==> config.mk <==
export PLATFORM = sky130hd
export DESIGN_NAME = c17_bist_ctrl_flat
export DESIGN_NICKNAME = d
export VERILOG_FILES = /design/src/rtl/c17_bist_pkg.sv /design/src/rtl/c17_bist_ctrl_if.sv /design/src/rtl/c17_golden.sv /design/src/rtl/c17_bist_ctrl.sv /design/src/flat_wrapper.sv
export SDC_FILE = /design/constraint.sdc
export NUM_CORES = 1
export LEC_CHECK = 0
export CAP_MARGIN = 20
export CORE_MARGIN = 2
export CORE_UTILIZATION = 35
export DETAILED_ROUTE_END_ITERATION = 8
export SLEW_MARGIN = 20
export SYNTH_ARGS = -nofsm -noshare
export SYNTH_HDL_FRONTEND = slang
export SYNTH_SLANG_ARGS = --single-unit
==> constraint.sdc <==
create_clock -name clk -period 4.6 [get_ports clk]
set_clock_uncertainty 0.2 [all_clocks]
set_input_delay 0.92 -clock clk [delete_from_list [all_inputs] [get_ports clk]]
set_output_delay 0.92 -clock clk [all_outputs]
set_load 0.02 [all_outputs]
==> src/rtl/c17_bist_pkg.sv <==
// Shared types and helpers for the C17 BIST sequencer and its golden model.
// Latency: none; package only.
// Backpressure: none; package only.
package c17_bist_pkg;

    typedef enum logic [2:0] {
        ST_IDLE   = 3'd0,
        ST_APPLY  = 3'd1,
        ST_SETTLE = 3'd2,
        ST_SAMPLE = 3'd3,
        ST_DONE   = 3'd4
    } state_t;

    // MISR feedback taps: x^8 + x^4 + x^3 + x^2 + 1
    localparam logic [7:0] MISR_POLY = 8'h1D;

    // Pattern bit positions: pat = {G5gat,G4gat,G3gat,G2gat,G1gat}
    localparam int G1_BIT = 0;
    localparam int G2_BIT = 1;
    localparam int G3_BIT = 2;
    localparam int G4_BIT = 3;
    localparam int G5_BIT = 4;

    // Fault-free C17 response, returned as {G7gat,G6gat}
    function automatic logic [1:0] c17_resp(input logic [4:0] pat);
        logic w1, w2, w3, w4, g6, g7;
        w1 = ~(pat[G5_BIT] & pat[G2_BIT]);
        w2 = ~(pat[G5_BIT] & pat[G1_BIT]);
        w3 = ~(w1 & pat[G4_BIT]);
        w4 = ~(w1 & pat[G3_BIT]);
        g6 = ~(w2 & w3);
        g7 = ~(w4 & w3);
        return {g7, g6};
    endfunction

    // One MISR compaction step folding a 2-bit response into the signature
    function automatic logic [7:0] misr_step(input logic [7:0] sig, input logic [1:0] resp);
        return {sig[6:0], 1'b0} ^ (sig[7] ? MISR_POLY : 8'h00) ^ {6'b0, resp};
    endfunction

endpackage

==> src/rtl/c17_bist_ctrl_if.sv <==
// Software-facing control/status bundle of the C17 BIST sequencer.
// Latency: wires only.
// Backpressure: none; start/abort are single-cycle requests, status is level.
interface c17_bist_ctrl_if #(
    parameter int ERRW = 6
);
    logic            start;
    logic            abort;
    logic            busy;
    logic            done;
    logic            pass;
    logic [ERRW-1:0] err_cnt;
    logic            first_fail_vld;
    logic [4:0]      first_fail_pat;
    logic [7:0]      sig;

    // Software / host side
    modport master (
        output start, abort,
        input  busy, done, pass, err_cnt, first_fail_vld, first_fail_pat, sig
    );

    // BIST controller side
    modport slave (
        input  start, abort,
        output busy, done, pass, err_cnt, first_fail_vld, first_fail_pat, sig
    );
endinterface

==> src/rtl/c17_golden.sv <==
// Behavioural fault-free C17 model used as the compare reference.
// Latency: combinational.
// Backpressure: none.
module c17_golden
    import c17_bist_pkg::*;
(
    input  logic [4:0] pat,
    output logic [1:0] resp
);
    assign resp = c17_resp(pat);
endmodule

==> src/rtl/c17_bist_ctrl.sv <==
// Exhaustive-pattern BIST sequencer for an external C17: apply, settle, sample, compare, compact.
// Latency: SETTLE_CYC+2 cycles per pattern; start to done pulse NPAT*(SETTLE_CYC+2)+1 cycles.
// Backpressure: none; start ignored while busy, abort returns to idle on the next edge.
module c17_bist_ctrl
    import c17_bist_pkg::*;
#(
    parameter int SETTLE_CYC = 2,
    parameter int NPAT       = 32,
    parameter int ERRW       = 6
) (
    input  logic                 clk,
    input  logic                 rst_n,
    c17_bist_ctrl_if.slave       ctl,
    output logic [4:0]           pat_o,
    input  logic [1:0]           dut_resp_i
);

    localparam int          CNTW     = (SETTLE_CYC > 1) ? $clog2(SETTLE_CYC) : 1;
    localparam logic [CNTW-1:0] CNT_LAST = CNTW'(SETTLE_CYC - 1);
    localparam logic [4:0]  IDX_LAST = 5'(NPAT - 1);

    state_t            state;
    logic [4:0]        idx;
    logic [CNTW-1:0]   cnt;
    logic [4:0]        pat_q;
    logic              busy_q;
    logic              done_q;
    logic              pass_q;
    logic [ERRW-1:0]   err_q;
    logic              ffv_q;
    logic [4:0]        ffp_q;
    logic [7:0]        sig_q;
    logic [1:0]        gold_resp;
    logic              mismatch;

    c17_golden u_golden (
        .pat  (pat_q),
        .resp (gold_resp)
    );

    assign mismatch = (dut_resp_i != gold_resp);

    // Sequencer: walks patterns 0..NPAT-1, accumulates errors and signature; abort overrides everything
    always_ff @(posedge clk or negedge rst_n) begin
        if (!rst_n) begin
            state  <= ST_IDLE;
            idx    <= '0;
            cnt    <= '0;
            pat_q  <= '0;
            busy_q <= 1'b0;
            done_q <= 1'b0;
            pass_q <= 1'b0;
            err_q  <= '0;
            ffv_q  <= 1'b0;
            ffp_q  <= '0;
            sig_q  <= '0;
        end else begin
            done_q <= 1'b0;
            if (state != ST_IDLE && ctl.abort) begin
                // partial err/first-fail/signature stay visible for debug
                state  <= ST_IDLE;
                busy_q <= 1'b0;
                pass_q <= 1'b0;
            end else begin
                case (state)
                    ST_IDLE: begin
                        if (ctl.start && !ctl.abort) begin
                            err_q  <= '0;
                            ffv_q  <= 1'b0;
                            ffp_q  <= '0;
                            sig_q  <= '0;
                            pass_q <= 1'b0;
                            idx    <= '0;
                            busy_q <= 1'b1;
                            state  <= ST_APPLY;
                        end
                    end
                    ST_APPLY: begin
                        pat_q <= idx;
                        cnt   <= '0;
                        state <= ST_SETTLE;
                    end
                    ST_SETTLE: begin
                        if (cnt == CNT_LAST) begin
                            state <= ST_SAMPLE;
                        end else begin
                            cnt <= cnt + 1'b1;
                        end
                    end
                    ST_SAMPLE: begin
                        if (mismatch) begin
                            if (err_q != '1) begin
                                err_q <= err_q + 1'b1;
                            end
                            if (!ffv_q) begin
                                ffv_q <= 1'b1;
                                ffp_q <= pat_q;
                            end
                        end
                        sig_q <= misr_step(sig_q, dut_resp_i);
                        if (idx == IDX_LAST) begin
                            state <= ST_DONE;
                        end else begin
                            idx   <= idx + 5'd1;
                            state <= ST_APPLY;
                        end
                    end
                    ST_DONE: begin
                        // err_q already holds the final pattern's update here
                        done_q <= 1'b1;
                        pass_q <= (err_q == '0);
                        busy_q <= 1'b0;
                        state  <= ST_IDLE;
                    end
                    default: begin
                        state <= ST_IDLE;
                    end
                endcase
            end
        end
    end

    assign pat_o              = pat_q;
    assign ctl.busy           = busy_q;
    assign ctl.done           = done_q;
    assign ctl.pass           = pass_q;
    assign ctl.err_cnt        = err_q;
    assign ctl.first_fail_vld = ffv_q;
    assign ctl.first_fail_pat = ffp_q;
    assign ctl.sig            = sig_q;

endmodule

==> src/flat_wrapper.sv <==
// flat-port wrapper written by rule: the top's interface ports become plain ports
module c17_bist_ctrl_flat import c17_bist_pkg::*;
#(
    parameter int SETTLE_CYC = 2,
    parameter int NPAT       = 32,
    parameter int ERRW       = 6
)
  (clk, rst_n, pat_o, dut_resp_i, ctl_start, ctl_abort, ctl_busy, ctl_done, ctl_pass, ctl_err_cnt, ctl_first_fail_vld, ctl_first_fail_pat, ctl_sig);
  c17_bist_ctrl_if #(.ERRW(ERRW)) ctl_i ();
  input  logic clk;
  input  logic rst_n;
  output logic [4:0] pat_o;
  input  logic [1:0] dut_resp_i;
  input wire logic [$bits(ctl_i.start)-1:0] ctl_start;
  input wire logic [$bits(ctl_i.abort)-1:0] ctl_abort;
  output wire logic [$bits(ctl_i.busy)-1:0] ctl_busy;
  output wire logic [$bits(ctl_i.done)-1:0] ctl_done;
  output wire logic [$bits(ctl_i.pass)-1:0] ctl_pass;
  output wire logic [$bits(ctl_i.err_cnt)-1:0] ctl_err_cnt;
  output wire logic [$bits(ctl_i.first_fail_vld)-1:0] ctl_first_fail_vld;
  output wire logic [$bits(ctl_i.first_fail_pat)-1:0] ctl_first_fail_pat;
  output wire logic [$bits(ctl_i.sig)-1:0] ctl_sig;
  assign ctl_i.start = ctl_start;
  assign ctl_i.abort = ctl_abort;
  assign ctl_busy = ctl_i.busy;
  assign ctl_done = ctl_i.done;
  assign ctl_pass = ctl_i.pass;
  assign ctl_err_cnt = ctl_i.err_cnt;
  assign ctl_first_fail_vld = ctl_i.first_fail_vld;
  assign ctl_first_fail_pat = ctl_i.first_fail_pat;
  assign ctl_sig = ctl_i.sig;
  c17_bist_ctrl #(.SETTLE_CYC(SETTLE_CYC), .NPAT(NPAT), .ERRW(ERRW)) u_core (.clk(clk), .rst_n(rst_n), .ctl(ctl_i), .pat_o(pat_o), .dut_resp_i(dut_resp_i));
endmodule
==> results of run 1 <==
==> cell families (layout without fill, tap and decap cells) <==
kind of cell,after synthesis,in the layout,synth area share
adder cells (fa/ha/maj),4,4,0.02710
flip-flops,37,37,0.5014
XOR/XNOR,7,7,0.03320
AND/OR/NAND/NOR,59,59,0.1633
buffers and inverters,12,46,0.03591
AO/OA/AOI/OAI,50,50,0.1951
multiplexers,7,7,0.04403
==> critical path, cell delays in order <==
cell	delay [ns]
clkdlybuf4s50_1	0.53
or3b_1	0.40
a21o_1	0.43
nor2_1	0.28
a31oi_1	0.07
a22o_1	0.25
==> synthesized netlist by cell type, drive strengths merged <==
cell and number:
a31oi 2, inv 5, nand2 21, nor3b 1, nand4 1, a41o 1, a2bb2oi 1, o22a 1
o21a 1, and3 2, a21oi 7, and2 2, a32oi 1, a21boi 1, o311ai 1, clkbuf 2
nor2 13, a22o 8, or2 3, a21o 3, nor3 2, ha 4, nand3 9, xnor2 7
mux2 6, a211oi 1, mux2i 1, dfrtp 37, o221ai 1, nor4 2, o211ai 2, o21ai 12
o31ai 7, nor4b 2, buf 5, or3b 1
==> worst paths after layout <==
kind / from / end / slack [ns] / cells past startpoint
min reg2reg: u_core.ctl.first_fail_pat[2] / u_core.ctl.first_fail_pat[2] / 0.30 / 1
max reg2reg: u_core.state[1] / u_core.ctl.err_cnt[5] / 2.30 / 5
min in group asynchronous: rst_n / u_core.ctl.err_cnt[2] / 0.53 / 1
max: ctl_start / u_core.ctl.err_cnt[5] / 1.72 / 6
max in group asynchronous: rst_n / u_core.ctl.first_fail_pat[4] / 3.15 / 1
min: u_core.ctl.first_fail_pat[2] / u_core.ctl.first_fail_pat[2] / 0.30 / 1
==> stage by stage <==
stage	std cells	worst slack, ns	cell area [um^2]	total power, mW
final	280	1.718	2295	0.7092
after global routing	280	1.600	2295	0.7478
after CTS	280	1.721	2295	0.7180
after detailed placement	272	1.407	2212	0.4959
after global placement	272	1.450	2212	0.4940
after floorplan	176	2.288	1847	0.4497
==> state kept, by name (all words and copies together), names as in the netlist <==
signal / flops
u_core.pat_o: 5
u_core.ctl.pass: 1
u_core.ctl.err_cnt: 6
u_core.cnt: 1
u_core.ctl.first_fail_vld: 1
u_core.idx: 5
u_core.state: 3
u_core.ctl.busy: 1
u_core.ctl.done: 1
u_core.ctl.sig: 8
u_core.ctl.first_fail_pat: 5
==> routing by layer <==
layer | vias to the layer above | part of all wire | global-route usage
met3 | 5 | 0.033 | 0.03910
met1 | 698 | 0.49 | 0.2026
met4 | 0 | 0.0095 | 0.06000
li1 | 708 | - | -
met5 | - | 0 | 0
met2 | 30 | 0.47 | 0.2283
==> power breakdown <==
group	internal (mW)	switching, mW	leakage (nW)
sequential	0.343	0.0268	0.508
clock	0.105	0.117	0.0450
combinational	0.0524	0.0654	0.431
==> placed cells by master, fill, tap and decap left out, types with 2 or more instances in the layout <==
cell type / Yosys / final
nor4_1: 2 / 2
o211ai_1: 2 / 2
inv_1: 5 / 5
o31ai_1: 6 / 6
o21ai_2: 2 / 2
clkbuf_8: 0 / 5
clkdlybuf4s50_1: 0 / 32
nand3_1: 9 / 9
dfrtp_1: 37 / 37
xnor2_1: 7 / 7
a22o_1: 8 / 8
a31oi_1: 2 / 2
a21oi_1: 6 / 6
nand2_1: 21 / 21
clkinv_2: 0 / 2
nor2_1: 13 / 13
or2_2: 2 / 2
ha_1: 4 / 4
a21o_1: 3 / 3
o21ai_0: 9 / 9
mux2_2: 5 / 5
and3_1: 2 / 2
==> area by class of cell <==
type / instances / area [um^2] / area share
repair buffers: 33 / 325.3 / 0.1418
well taps: 70 / 87.58 / 0.03817
flip-flops and latches: 37 / 925.9 / 0.4035
clock buffers: 6 / 72.57 / 0.03162
multi-input cells: 127 / 854.6 / 0.3724
clock inverters: 2 / 10.01 / 0.004362
inverters: 5 / 18.77 / 0.008179
==> results_dict.tcl, run 1 <==
set metrics [dict create \
    status "finished clean" \
    drc 0 \
    finalSetupTns_ns 0 \
    end_kind "flop" \
    numCtsBuffers 5 \
    grt_start_max_net_pins 38 \
    via_count 1441 \
    syn_to_final_growth_pct 24.25 \
    drtIter0Drc 90 \
    dieWidth_um 76.64 \
    leakagePower_nw 0.9835 \
    fmax_mhz 346.9 \
    path_clk_slew_ns 0.08 \
    cts-root-buf "clkbuf_8" \
    worst_slew_pin_slew_ns 0.8357 \
    syn_area_per_cell_um2 10.49 \
    post_cts_resized 0 \
    synth_fp_nets 186 \
    netlist_instances 176 \
    hold_viol 0 \
    drt-total-wl_mm 3.996 \
    yosysWarnings 0 \
    cts_sinks 37 \
    grt_pass1_vias 1366 \
    period_share 0.6266 \
    synth_top_area_cell "dfrtp_1" \
    postCtsSetupBuffers 0 \
    grt_pass1_wl_mm 6.886 \
    crit_fanout 21 \
    avgRoutedWirePerCell_um 14.27 \
    critical_path_class "input pin to flop" \
    htreeDepth 2 \
    num-fill-cells 511 \
    ys_seq_area_frac 0.5014 \
    antenna-diode-count 0 \
    grt_overflow_total 0 \
    core_mm2 0.005107 \
    cts_tree "done" \
    power_density_mw_per_mm2 309.1 \
    period_needed_ns 2.882 \
    grt_use_total 0.1495 \
    crit_arrival_ns 2.88 \
    start_util 0.3616 \
    final_core_util 0.4493 \
    min_path_type "flop to flop" \
    nets 219 \
    hold_buffers 0 \
    drive_gt1_frac 0.1095 \
    clk_path_buf_depth 2 \
    antenna_left 0 \
    first_pass_iters 4 \
    portBuffers 33 \
    ir_drop_uv 112.5 \
    io_pins 34 \
    synth_area_mm2 0.001847 \
    slew_headroom 0.4429 \
    rsz0062_at_grt "no" \
    globalplace.congestion 0.7856 \
    synth_area_leaders "dfrtp_1, nand2_1, a22o_1" \
    critPathRequiredTime_ns 4.59 \
    die_area_mm2 0.005874 \
    setup_violations 0 \
    synth_top_cell_area_share 0.5014 \
    timing.max_cap.violations 0 \
    place_hpwl_mm 2.692 \
    ys_seq_elements 37 \
    maxSlewViolCount 0 \
    cp-start-kind "input pin" \
    worst_hold_slack_ns 0.3048 \
    ys_types 48 \
    viasPerCell 5.146 \
    antenna_found_initial 0 \
    die_h_um 76.64 \
    rows 26 \
    clk_latency_ns 0.30 \
]
(Power assumes the default switching activity.)
==> run 2, diff against run 1 <==
==> constraint.sdc (replaced) <==
create_clock -name clk -period 2.4 [get_ports clk]
set_clock_uncertainty 0.2 [all_clocks]
set_input_delay 0.48 -clock clk [delete_from_list [all_inputs] [get_ports clk]]
set_output_delay 0.48 -clock clk [all_outputs]
set_load 0.02 [all_outputs]
==> results_dict.tcl, run 2 (synthesis gave the netlist of run 1 again) <==
set metrics [dict create \
    syn_to_final_growth_pct 33.88 \
    cp_num_buf_inv 1 \
    rr_worst_depth 5 \
    mostFrequentLayoutCells "dfrtp_1, clkdlybuf4s50_1, nand2_1" \
    cts_tree "done" \
    power_density_mw_per_mm2 611.5 \
    antenna_found_initial 0 \
    ir_drop_uv 324.8 \
    grt_start_max_net_pins 23 \
    cts_sinks 37 \
    worst_hold_slack_ns 0.3073 \
    rsz0062_at_grt "no" \
    period_needed_ns 2.146 \
    maxSlewViolCount 0 \
    min_path_type "flop to flop" \
    hold_viol 0 \
    cp_slowest_stage_delay_ns 0.48 \
    dieWidth_um 76.64 \
    viasPerCell 5.060 \
    period_share 0.8942 \
    final_core_util 0.4841 \
    crit_arrival_ns 2.13 \
    place_hpwl_mm 3.074 \
    status "finished clean" \
    reg2reg_slack_ns 0.36 \
    reg2reg_from "u_core.state[0]" \
    io_pins 34 \
    drive_gt1_frac 0.1834 \
    via_count 1513 \
    worst_slew_pin_slew_ns 0.4941 \
    avgRoutedWirePerCell_um 13.86 \
    nets 238 \
    busiest_layer "met2" \
    clk_path_buf_depth 2 \
    drt-total-wl_mm 4.144 \
    antenna-diode-count 0 \
    finalSetupTns_ns 0 \
    regToRegEndpoint "u_core.ctl.err_cnt[5]" \
    setup_violations 0 \
    final_common_cell "dfrtp_1" \
    cp_top_family "simple AND/OR/NAND/NOR gates" \
    core_mm2 0.005107 \
    grt_overflow_total 0 \
    path_depth 6 \
    rows 26 \
    critPathCapture "u_core.ctl.err_cnt[5]" \
    grt.met1_usage 0.2147 \
    drtIter0Drc 113 \
    grtUsageMet3 0.04147 \
    crit_slowest_cell "clkdlybuf4s50_1" \
    path_clk_slew_ns 0.08 \
    antenna_left 0 \
    crit_fanout 8 \
    grt_pass1_vias 1464 \
    first_pass_iters 5 \
    portBuffers 33 \
    fmax_mhz 466.0 \
    start_util 0.3616 \
    postCtsSetupBuffers 0 \
    die_area_mm2 0.005874 \
    drc 0 \
    end_kind "flop" \
    cts-root-buf "clkbuf_8" \
    critPathRequiredTime_ns 2.38 \
    die_h_um 76.64 \
    htreeDepth 2 \
    cp-start-kind "input pin" \
    globalplace.congestion 0.8140 \
    slew_headroom 0.6706 \
    clk_latency_ns 0.29 \
    path_cells "clkdlybuf4s50_1 > or3b_1 > a21o_1 > nor2_1 > a31oi_1 > a22o_1" \
    post_cts_resized 0 \
    critPathLaunch "ctl_start" \
    grt_use_total 0.1547 \
    grt_pass1_wl_mm 7.258 \
    critical_path_class "input pin to flop" \
    numCtsBuffers 5 \
    timing.max_cap.violations 0 \
    largest_register_ffs 8 \
    leakagePower_nw 1.085 \
    num-fill-cells 502 \
    gr-usage-met2 0.2354 \
]
[run 2: cell count changes in the layout (fill, tap and decap cells not counted)]
cell / delta
dlygate4sd3_1: +1
clkinvlp_4: +1
clkinv_2: -2
buf_4: +18
bufinv_16: +1
clkinv_4: +1
clkbuf_1: -1
[run 2: cell type report]
type	instances	area [um^2]	share of cell area
sequential	37	925.9	0.3745
multi-input combinational	127	854.6	0.3456
timing repair buffer	52	470.5	0.1903
tap	70	87.58	0.03543
clock buffer	5	68.82	0.02783
clock inverter	3	46.29	0.01872
inverter	5	18.77	0.007591
[run 2: worst min-delay path by stage]
| stage | cells past startpoint | slack, ns | end | startpoint |
|---|---|---|---|---|
| final | 1 | 0.31 | u_core.ctl.first_fail_pat[1] | u_core.ctl.first_fail_pat[1] |
| after global routing | 2 | 0.34 | u_core.ctl.sig[4] | u_core.ctl.sig[4] |
| after CTS | 2 | 0.32 | u_core.ctl.sig[6] | u_core.ctl.sig[6] |
| after detailed placement | 1 | 0.28 | u_core.ctl.busy | rst_n |
| after global placement | 1 | 0.27 | u_core.ctl.busy | rst_n |
| after floorplan | 0 | -0.02 | u_core.cnt | rst_n |
[run 2: where the power goes]
group | switching (mW) | total [mW] | internal (mW)
sequential | 0.0419 | 0.700 | 0.658
combinational | 0.141 | 0.269 | 0.129
clock | 0.232 | 0.543 | 0.311
total | 0.415 | 1.51 | 1.10
[run 2: worst reg2reg max path: cells and delay by family, from the launching register on]
family / cells / cell delay (ns)
and+or+nand+nor: 2 / 0.65
AOI/OAI and AO/OA: 3 / 0.58
DFF: 1 / 0.50
[run 2: metal layers]
layer  part of all wire  vias to the layer above  wire, um
met5                  0                        -         0
met4             0.0097                        0        40
met3              0.045                        5       187
met2               0.48                       43      1995
met1               0.46                      725      1921
li1                   -                      740         -
[run 2: repair_timing]
item                                    CTS  global route
hold endpoints to repair                 20             0
hold buffers                              1             0
endpoints found under the setup margin    0             0
[run 2: metrics by stage]
stage	cell area (um^2)	setup slack, ns	power, mW	std cells
detailed placement	2347	-0.04531	0.9831	290
global placement	2347	-0.03858	0.9789	290
floorplan	1847	0.5283	0.8620	176
global route	2472	0.1164	1.591	299
CTS	2472	0.2563	1.530	299
finish	2472	0.2539	1.512	299
